### src/rtl/spi_flash_reader_pkg.sv
// Shared types and constants for the SPI flash read sequencer.
package spi_flash_pkg;

  typedef enum logic [2:0] {
    ST_BOOT,
    ST_IDLE,
    ST_SEND,
    ST_WAIT,
    ST_FINISH
  } state_t;

  typedef enum logic [1:0] {
    PH_CMD,
    PH_ADDR,
    PH_DUMMY,
    PH_DATA
  } phase_t;

  localparam logic [7:0] FLASH_CMD_READ      = 8'h03;
  localparam logic [7:0] FLASH_CMD_FAST_READ = 8'h0B;

  // Maps a header byte index to its phase: 0 is the opcode, 1..3 the
  // address bytes, then the dummy bytes, and everything after is data.
  function automatic phase_t hdrPhase(input logic [2:0] idx, input int dummyBytes);
    phase_t ph;
    if (idx == 3'd0)                    ph = PH_CMD;
    else if (int'(idx) <= 3)            ph = PH_ADDR;
    else if (int'(idx) <= 3 + dummyBytes) ph = PH_DUMMY;
    else                                ph = PH_DATA;
    return ph;
  endfunction

endpackage

### src/rtl/spi_flash_reader_if.sv
// Bundle of the request, read-stream and byte-engine signals of the reader.
// slave is the reader's view, master is the view of its surroundings.
interface spi_flash_reader_if #(
  parameter int LEN_W = 16
);
  logic             start;
  logic [23:0]      addr;
  logic [LEN_W-1:0] len;
  logic             busy;
  logic             done;
  logic [7:0]       rd_data;
  logic             rd_valid;
  logic             rd_ready;
  logic             core_we;
  logic [7:0]       core_di;
  logic [7:0]       core_do;
  logic             core_ready;
  logic             core_ss_reset;

  modport slave (
    input  start, addr, len, rd_ready, core_do, core_ready,
    output busy, done, rd_data, rd_valid, core_we, core_di, core_ss_reset
  );

  modport master (
    output start, addr, len, rd_ready, core_do, core_ready,
    input  busy, done, rd_data, rd_valid, core_we, core_di, core_ss_reset
  );
endinterface

### src/rtl/spi_flash_reader_byte_hold.sv
// Single-entry valid/ready holding register for received data bytes.
module byte_hold_reg (
  input  logic       clk,
  input  logic       reset,
  input  logic       i_load,
  input  logic [7:0] i_data,
  input  logic       i_ready,
  output logic [7:0] o_data,
  output logic       o_valid
);

  logic [7:0] r_data;
  logic       r_valid;

  // A load wins over a drain in the same cycle so a back-to-back byte is kept.
  always_ff @(posedge clk) begin
    if (!reset) begin
      r_data  <= 8'h00;
      r_valid <= 1'b0;
    end else if (i_load) begin
      r_data  <= i_data;
      r_valid <= 1'b1;
    end else if (r_valid && i_ready) begin
      r_valid <= 1'b0;
    end
  end

  assign o_data  = r_data;
  assign o_valid = r_valid;

endmodule

### src/rtl/spi_flash_reader.sv
// Flash read command sequencer driving the SPI byte engine: sends opcode,
// 24-bit address and dummy bytes, then clocks in len data bytes onto a
// valid/ready stream and finally releases chip select.
// DUMMY_BYTES must stay within 0..3 so the header index fits in 3 bits.
module spi_flash_reader
  import spi_flash_pkg::*;
#(
  parameter logic [7:0] CMD         = FLASH_CMD_READ,
  parameter int         DUMMY_BYTES = 0,
  parameter int         LEN_W       = 16
) (
  input logic              clk,
  input logic              reset,
  spi_flash_reader_if.slave bus
);

  state_t           r_state;
  phase_t           r_phase;
  logic [2:0]       r_hdrIdx;
  logic [LEN_W-1:0] r_byteCnt;
  logic [23:0]      r_addr;
  logic             r_busy;
  logic             r_done;
  logic             r_coreWe;
  logic [7:0]       r_coreDi;
  logic             r_ssReset;

  logic [2:0]       w_nextIdx;
  phase_t           w_nextPhase;
  logic [7:0]       w_hdrByte;
  logic             w_rdValid;
  logic [7:0]       w_rdData;
  logic             w_holdFree;
  logic             w_needHold;
  logic             w_advance;
  logic             w_load;

  assign w_nextIdx   = r_hdrIdx + 3'd1;
  assign w_nextPhase = hdrPhase(w_nextIdx, DUMMY_BYTES);

  // The holding register must be free (or draining) before a data byte is
  // either captured or requested; otherwise the engine is left idle.
  assign w_holdFree = !w_rdValid || bus.rd_ready;
  assign w_needHold = (r_phase == PH_DATA) || (w_nextPhase == PH_DATA);
  assign w_advance  = (r_state == ST_WAIT) && bus.core_ready && (!w_needHold || w_holdFree);
  assign w_load     = w_advance && (r_phase == PH_DATA);

  // Header byte to transmit for the next header index.
  always_comb begin
    w_hdrByte = 8'h00;
    case (w_nextIdx)
      3'd1:    w_hdrByte = r_addr[23:16];
      3'd2:    w_hdrByte = r_addr[15:8];
      3'd3:    w_hdrByte = r_addr[7:0];
      default: w_hdrByte = 8'h00;
    endcase
  end

  // Main sequencer: every output is registered and strobes default low.
  always_ff @(posedge clk) begin
    if (!reset) begin
      r_state   <= ST_BOOT;
      r_phase   <= PH_CMD;
      r_hdrIdx  <= 3'd0;
      r_byteCnt <= '0;
      r_addr    <= 24'h0;
      r_busy    <= 1'b0;
      r_done    <= 1'b0;
      r_coreWe  <= 1'b0;
      r_coreDi  <= 8'h00;
      r_ssReset <= 1'b0;
    end else begin
      r_coreWe  <= 1'b0;
      r_done    <= 1'b0;
      r_ssReset <= 1'b0;
      case (r_state)
        ST_BOOT: begin
          if (bus.core_ready) r_state <= ST_IDLE;
        end
        ST_IDLE: begin
          if (bus.start && !w_rdValid) begin
            if (bus.len != '0) begin
              r_addr    <= bus.addr;
              r_byteCnt <= bus.len;
              r_hdrIdx  <= 3'd0;
              r_phase   <= PH_CMD;
              r_busy    <= 1'b1;
              r_coreWe  <= 1'b1;
              r_coreDi  <= CMD;
              r_state   <= ST_SEND;
            end else begin
              r_done <= 1'b1;
            end
          end
        end
        ST_SEND: begin
          r_state <= ST_WAIT;
        end
        ST_WAIT: begin
          if (w_advance) begin
            if (r_phase == PH_DATA) begin
              r_byteCnt <= r_byteCnt - LEN_W'(1);
              if (r_byteCnt == LEN_W'(1)) begin
                r_ssReset <= 1'b1;
                r_state   <= ST_FINISH;
              end else begin
                r_coreWe <= 1'b1;
                r_coreDi <= 8'h00;
                r_state  <= ST_SEND;
              end
            end else begin
              r_hdrIdx <= w_nextIdx;
              r_phase  <= w_nextPhase;
              r_coreWe <= 1'b1;
              r_coreDi <= w_hdrByte;
              r_state  <= ST_SEND;
            end
          end
        end
        ST_FINISH: begin
          r_done  <= 1'b1;
          r_busy  <= 1'b0;
          r_state <= ST_IDLE;
        end
        default: r_state <= ST_BOOT;
      endcase
    end
  end

  byte_hold_reg u_hold (
    .clk     (clk),
    .reset   (reset),
    .i_load  (w_load),
    .i_data  (bus.core_do),
    .i_ready (bus.rd_ready),
    .o_data  (w_rdData),
    .o_valid (w_rdValid)
  );

  assign bus.busy          = r_busy;
  assign bus.done          = r_done;
  assign bus.rd_data       = w_rdData;
  assign bus.rd_valid      = w_rdValid;
  assign bus.core_we       = r_coreWe;
  assign bus.core_di       = r_coreDi;
  assign bus.core_ss_reset = r_ssReset;

endmodule

### src/flat_wrapper.sv
// flat-port wrapper written by rule: the top's interface ports become plain ports
module spi_flash_reader_flat import spi_flash_pkg::*;
#(
  parameter logic [7:0] CMD         = FLASH_CMD_READ,
  parameter int         DUMMY_BYTES = 0,
  parameter int         LEN_W       = 16
)
  (clk, reset, bus_start, bus_addr, bus_len, bus_rd_ready, bus_core_do, bus_core_ready, bus_busy, bus_done, bus_rd_data, bus_rd_valid, bus_core_we, bus_core_di, bus_core_ss_reset);
  spi_flash_reader_if #(.LEN_W(LEN_W)) bus_i ();
  input logic clk;
  input logic reset;
  input wire logic [$bits(bus_i.start)-1:0] bus_start;
  input wire logic [$bits(bus_i.addr)-1:0] bus_addr;
  input wire logic [$bits(bus_i.len)-1:0] bus_len;
  input wire logic [$bits(bus_i.rd_ready)-1:0] bus_rd_ready;
  input wire logic [$bits(bus_i.core_do)-1:0] bus_core_do;
  input wire logic [$bits(bus_i.core_ready)-1:0] bus_core_ready;
  output wire logic [$bits(bus_i.busy)-1:0] bus_busy;
  output wire logic [$bits(bus_i.done)-1:0] bus_done;
  output wire logic [$bits(bus_i.rd_data)-1:0] bus_rd_data;
  output wire logic [$bits(bus_i.rd_valid)-1:0] bus_rd_valid;
  output wire logic [$bits(bus_i.core_we)-1:0] bus_core_we;
  output wire logic [$bits(bus_i.core_di)-1:0] bus_core_di;
  output wire logic [$bits(bus_i.core_ss_reset)-1:0] bus_core_ss_reset;
  assign bus_i.start = bus_start;
  assign bus_i.addr = bus_addr;
  assign bus_i.len = bus_len;
  assign bus_i.rd_ready = bus_rd_ready;
  assign bus_i.core_do = bus_core_do;
  assign bus_i.core_ready = bus_core_ready;
  assign bus_busy = bus_i.busy;
  assign bus_done = bus_i.done;
  assign bus_rd_data = bus_i.rd_data;
  assign bus_rd_valid = bus_i.rd_valid;
  assign bus_core_we = bus_i.core_we;
  assign bus_core_di = bus_i.core_di;
  assign bus_core_ss_reset = bus_i.core_ss_reset;
  spi_flash_reader #(.CMD(CMD), .DUMMY_BYTES(DUMMY_BYTES), .LEN_W(LEN_W)) u_core (.clk(clk), .reset(reset), .bus(bus_i));
endmodule
### config.mk
export PLATFORM = sky130hd
export DESIGN_NAME = spi_flash_reader_flat
export DESIGN_NICKNAME = d
export VERILOG_FILES = /design/src/rtl/spi_flash_reader_pkg.sv /design/src/rtl/spi_flash_reader_if.sv /design/src/rtl/spi_flash_reader_byte_hold.sv /design/src/rtl/spi_flash_reader.sv /design/src/flat_wrapper.sv
export SDC_FILE = /design/constraint.sdc
export NUM_CORES = 1
export LEC_CHECK = 0
export ABC_CLOCK_PERIOD_IN_PS = 4700
export BUFFER_PORTS_ARGS = -buffer_cell sky130_fd_sc_hd__buf_4
export CORE_MARGIN = 5
export CORE_UTILIZATION = 55
export CTS_BUF_LIST = sky130_fd_sc_hd__clkbuf_8
export CTS_CLUSTER_SIZE = 10
export DETAILED_ROUTE_END_ITERATION = 12
export PLACE_DENSITY_LB_ADDON = 0.08
export SYNTH_ARGS = -nofsm -noshare
export SYNTH_HDL_FRONTEND = slang
export SYNTH_SLANG_ARGS = --single-unit
### constraint.sdc
create_clock -name clk -period 4.7 [get_ports clk]
set_input_delay 0.94 -clock clk [delete_from_list [all_inputs] [get_ports clk]]
set_output_delay 0.94 -clock clk [all_outputs]
set_load 0.02 [all_outputs]
==> flow_summary.yaml <==
run_status:
  status: "finished clean"
min_path:
  min_path_type: "reg -> reg"
synth:
  ys_seq_area_share_pct: 39.7
  synth_xor_area_share_pct: 0.468
  synth_cell_type_count: 59
  synth_compound_area_share_pct: 23.4
  ys_top_cells_by_count: "nand2_1 (81), dfxtp_1 (69), a21oi_1 (44)"
  synthAdderAreaFrac_pct: 2.52
  synth.top_cells.by_area: "dfxtp_1 (40%), nand2_1 (8.7%), a21oi_1 (6.3%), mux2i_1 (4.6%), nor2_1 (3.5%)"
  muxShareOfSynthArea_pct: 4.61
  yosys.area.top_type_share_pct: 39.7
  yosysMostFrequentCell: "nand2_1"
  async_flop_share_pct: 0
  avgSynthCellArea_um2: 8.18
  synth_cells: 425
  synth-simple-area-share_pct: 23.8
  synthesis.area_um2: 3480
  synth-main-ff-cell: "dfxtp_1"
  yosysWarnings: 0
  yosys.area.top_type: "dfxtp_1"
  syn_nets: 485
  synth_top_family_by_area: "simple AND/OR/NAND/NOR gates"
  synth_edf_count: 0
  ys_seq_elements: 69
floorplan:
  core-area_um2: 6240
  row_count: 29
  start_util_pct: 55.7
  dieArea_um2: 8010
  die_w_um: 89.5
  io_pins: 74
  fp.dieH_um: 89.5
finish:
  antennaDiodeCount: 0
  final-instance-count-excl-fill: 561
  fin_nets: 539
  area_delta_synth_final_pct: 21.6
  drive_gt1_share_pct: 22.1
clock_network:
  cts_max_level: 3
  numCtsBuffers: 9
  clk_path_buf_depth: 2
  clk_pin_slew_ns: 0.07
  holdBufCountCts: 0
  cts-root-buf: "clkbuf_8"
  clock_latency_ns: 0.34
  cts_tree: "yes"
  post_cts_buffers: 0
  cts_resized: 0
  cts_num_sinks: 69
power_and_ir_drop:
  ir_drop_uv: 187
  power_leakage_nw: 1.68
  pwr_density_cell_nw_per_um2: 324
  p_total_mw: 1.37
place:
  globalplace.congestion: 0.873
  dp_hpwl_mm: 5.84
  pre_cts_ws_ns: 1.52
  dp.cells: 545
  io_buffers: 73
setup_path:
  worstPathMaxFanout: 26
  crit_type: "in -> reg"
  critPathArrivalTime_ns: 3.15
  critical_path_required_ns: 4.92
  worst_setup_path_end_kind: "flop"
  startpoint_type: "primary input"
grt:
  met3_usage_pct: 3.87
  grt-ovfl-total: 0
  grt_antenna_before_repair: 0
  grt_pass1_vias: 2908
  busiest_layer: "met2"
  grt_use_total_pct: 21.7
  grt_pass1_wl_mm: 13.6
  grtUsageMet1_pct: 28.7
  use_met2_pct: 34.8
  grt_max_degree: 55
job:
  maxCapViolCount: 0
sta:
  drv_slew: 0
  worstMarginPinSlew_ns: 0.928
  clock_skew_ns: 0.00964
  setup_viol_count_final: 0
  final.setup.worst_slack_ns: 1.77
  layout_min_cycle_time_ns: 2.93
  holdWs_ns: 0.456
  rsz0062_at_grt: "no"
  max_slew_margin_pct: 38.0
  hold_viol: 0
  setup_tns_ns: 0
  post-route-period-util_pct: 62.3
  fmax_ghz: 0.341
detailed_routing:
  wl_mm: 8.49
  drtAntennaViolNets: 0
  vias: 3272
  dr.pass1.iters: 7
  drt-initial-drc-count: 226
  drt-vias-per-instance: 5.83
  drc: 0
  routedWlPerCell_um: 15.1
where the power goes:
group | switching, mW | internal (mW) | total, mW
sequential | 0.0180 | 0.605 | 0.623
clock | 0.222 | 0.350 | 0.573
combinational | 0.0978 | 0.0752 | 0.173
total | 0.338 | 1.03 | 1.37
cells by family after synthesis:
kind of cell,Yosys count
XOR/XNOR,1
AND/OR/NAND/NOR,172
buffers and inverters,42
flip-flops,69
multiplexers,16
AO/OA/AOI/OAI,118
adder cells (fa/ha/maj),7
critical path, stage by stage:
cell     delay (ns)
buf_4          0.11
nor4_1         0.50
nand4_1        0.28
nand2_1        0.68
a21oi_2        0.32
o221a_1        0.33
cell usage in the layout, fill, tap and decap left out, types with 3 or more instances in the layout:
cell and n:
nor4_1 8, nand2_1 81, buf_4 77, inv_1 8, dfxtp_1 69, mux2i_1 16
and2_1 3, bufinv_16 3, nand3_1 6, a21oi_1 44, and3_1 3, o311ai_0 11
nor2_1 32, or3_1 4, o21ai_0 12, a22oi_1 8, ha_1 7, a21o_1 8
nor3_1 16, clkbuf_8 9, o31ai_1 9
final timing paths:
check	endpoint	from	depth (start not counted)	slack, ns
max reg2reg	u_core.bus.core_di[0]	u_core.r_hdrIdx[0]	8	2.09
min reg2reg	u_core.r_addr[6]	u_core.r_addr[6]	2	0.46
min	u_core.r_addr[6]	u_core.r_addr[6]	2	0.46
max	u_core.bus.core_di[0]	bus_len[10]	6	1.77
metrics by stage:
step	instance area, um2	util [%]
6_report	4230	67.7
5_1_grt	4230	67.7
4_1_cts	4230	67.7
3_5_place_dp	3990	63.9
3_3_place_gp	3990	63.9
2_1_floorplan	3480	-
sequential cells by signal, indices dropped and copies added, names as in the netlist:
signal	count
u_core.r_addr	24
u_core.r_byteCnt	16
u_core.bus.core_di	8
u_core.u_hold.o_data	8
u_core.r_hdrIdx	3
u_core.r_state	3
u_core.r_phase	2
u_core.bus.busy	1
u_core.bus.core_ss_reset	1
u_core.bus.core_we	1
u_core.bus.done	1
u_core.u_hold.o_valid	1
routing by layer:
metal / vias up / wire, um
met1: 1516 / 3830
met4: 0 / 147
met3: 14 / 475
li1: 1634 / -
met5: - / 0
met2: 108 / 4040
area by class of cell:
cell class | instances | area, um2
multi-input combinational | 314 | 1900
tap | 77 | 96.3
inverter | 8 | 30.0
timing repair buffer | 77 | 578
clock inverter | 7 | 115
clock buffer | 9 | 124
sequential | 69 | 1380
fill | 553 | 2010
Power figures use the tool's default switching activity.
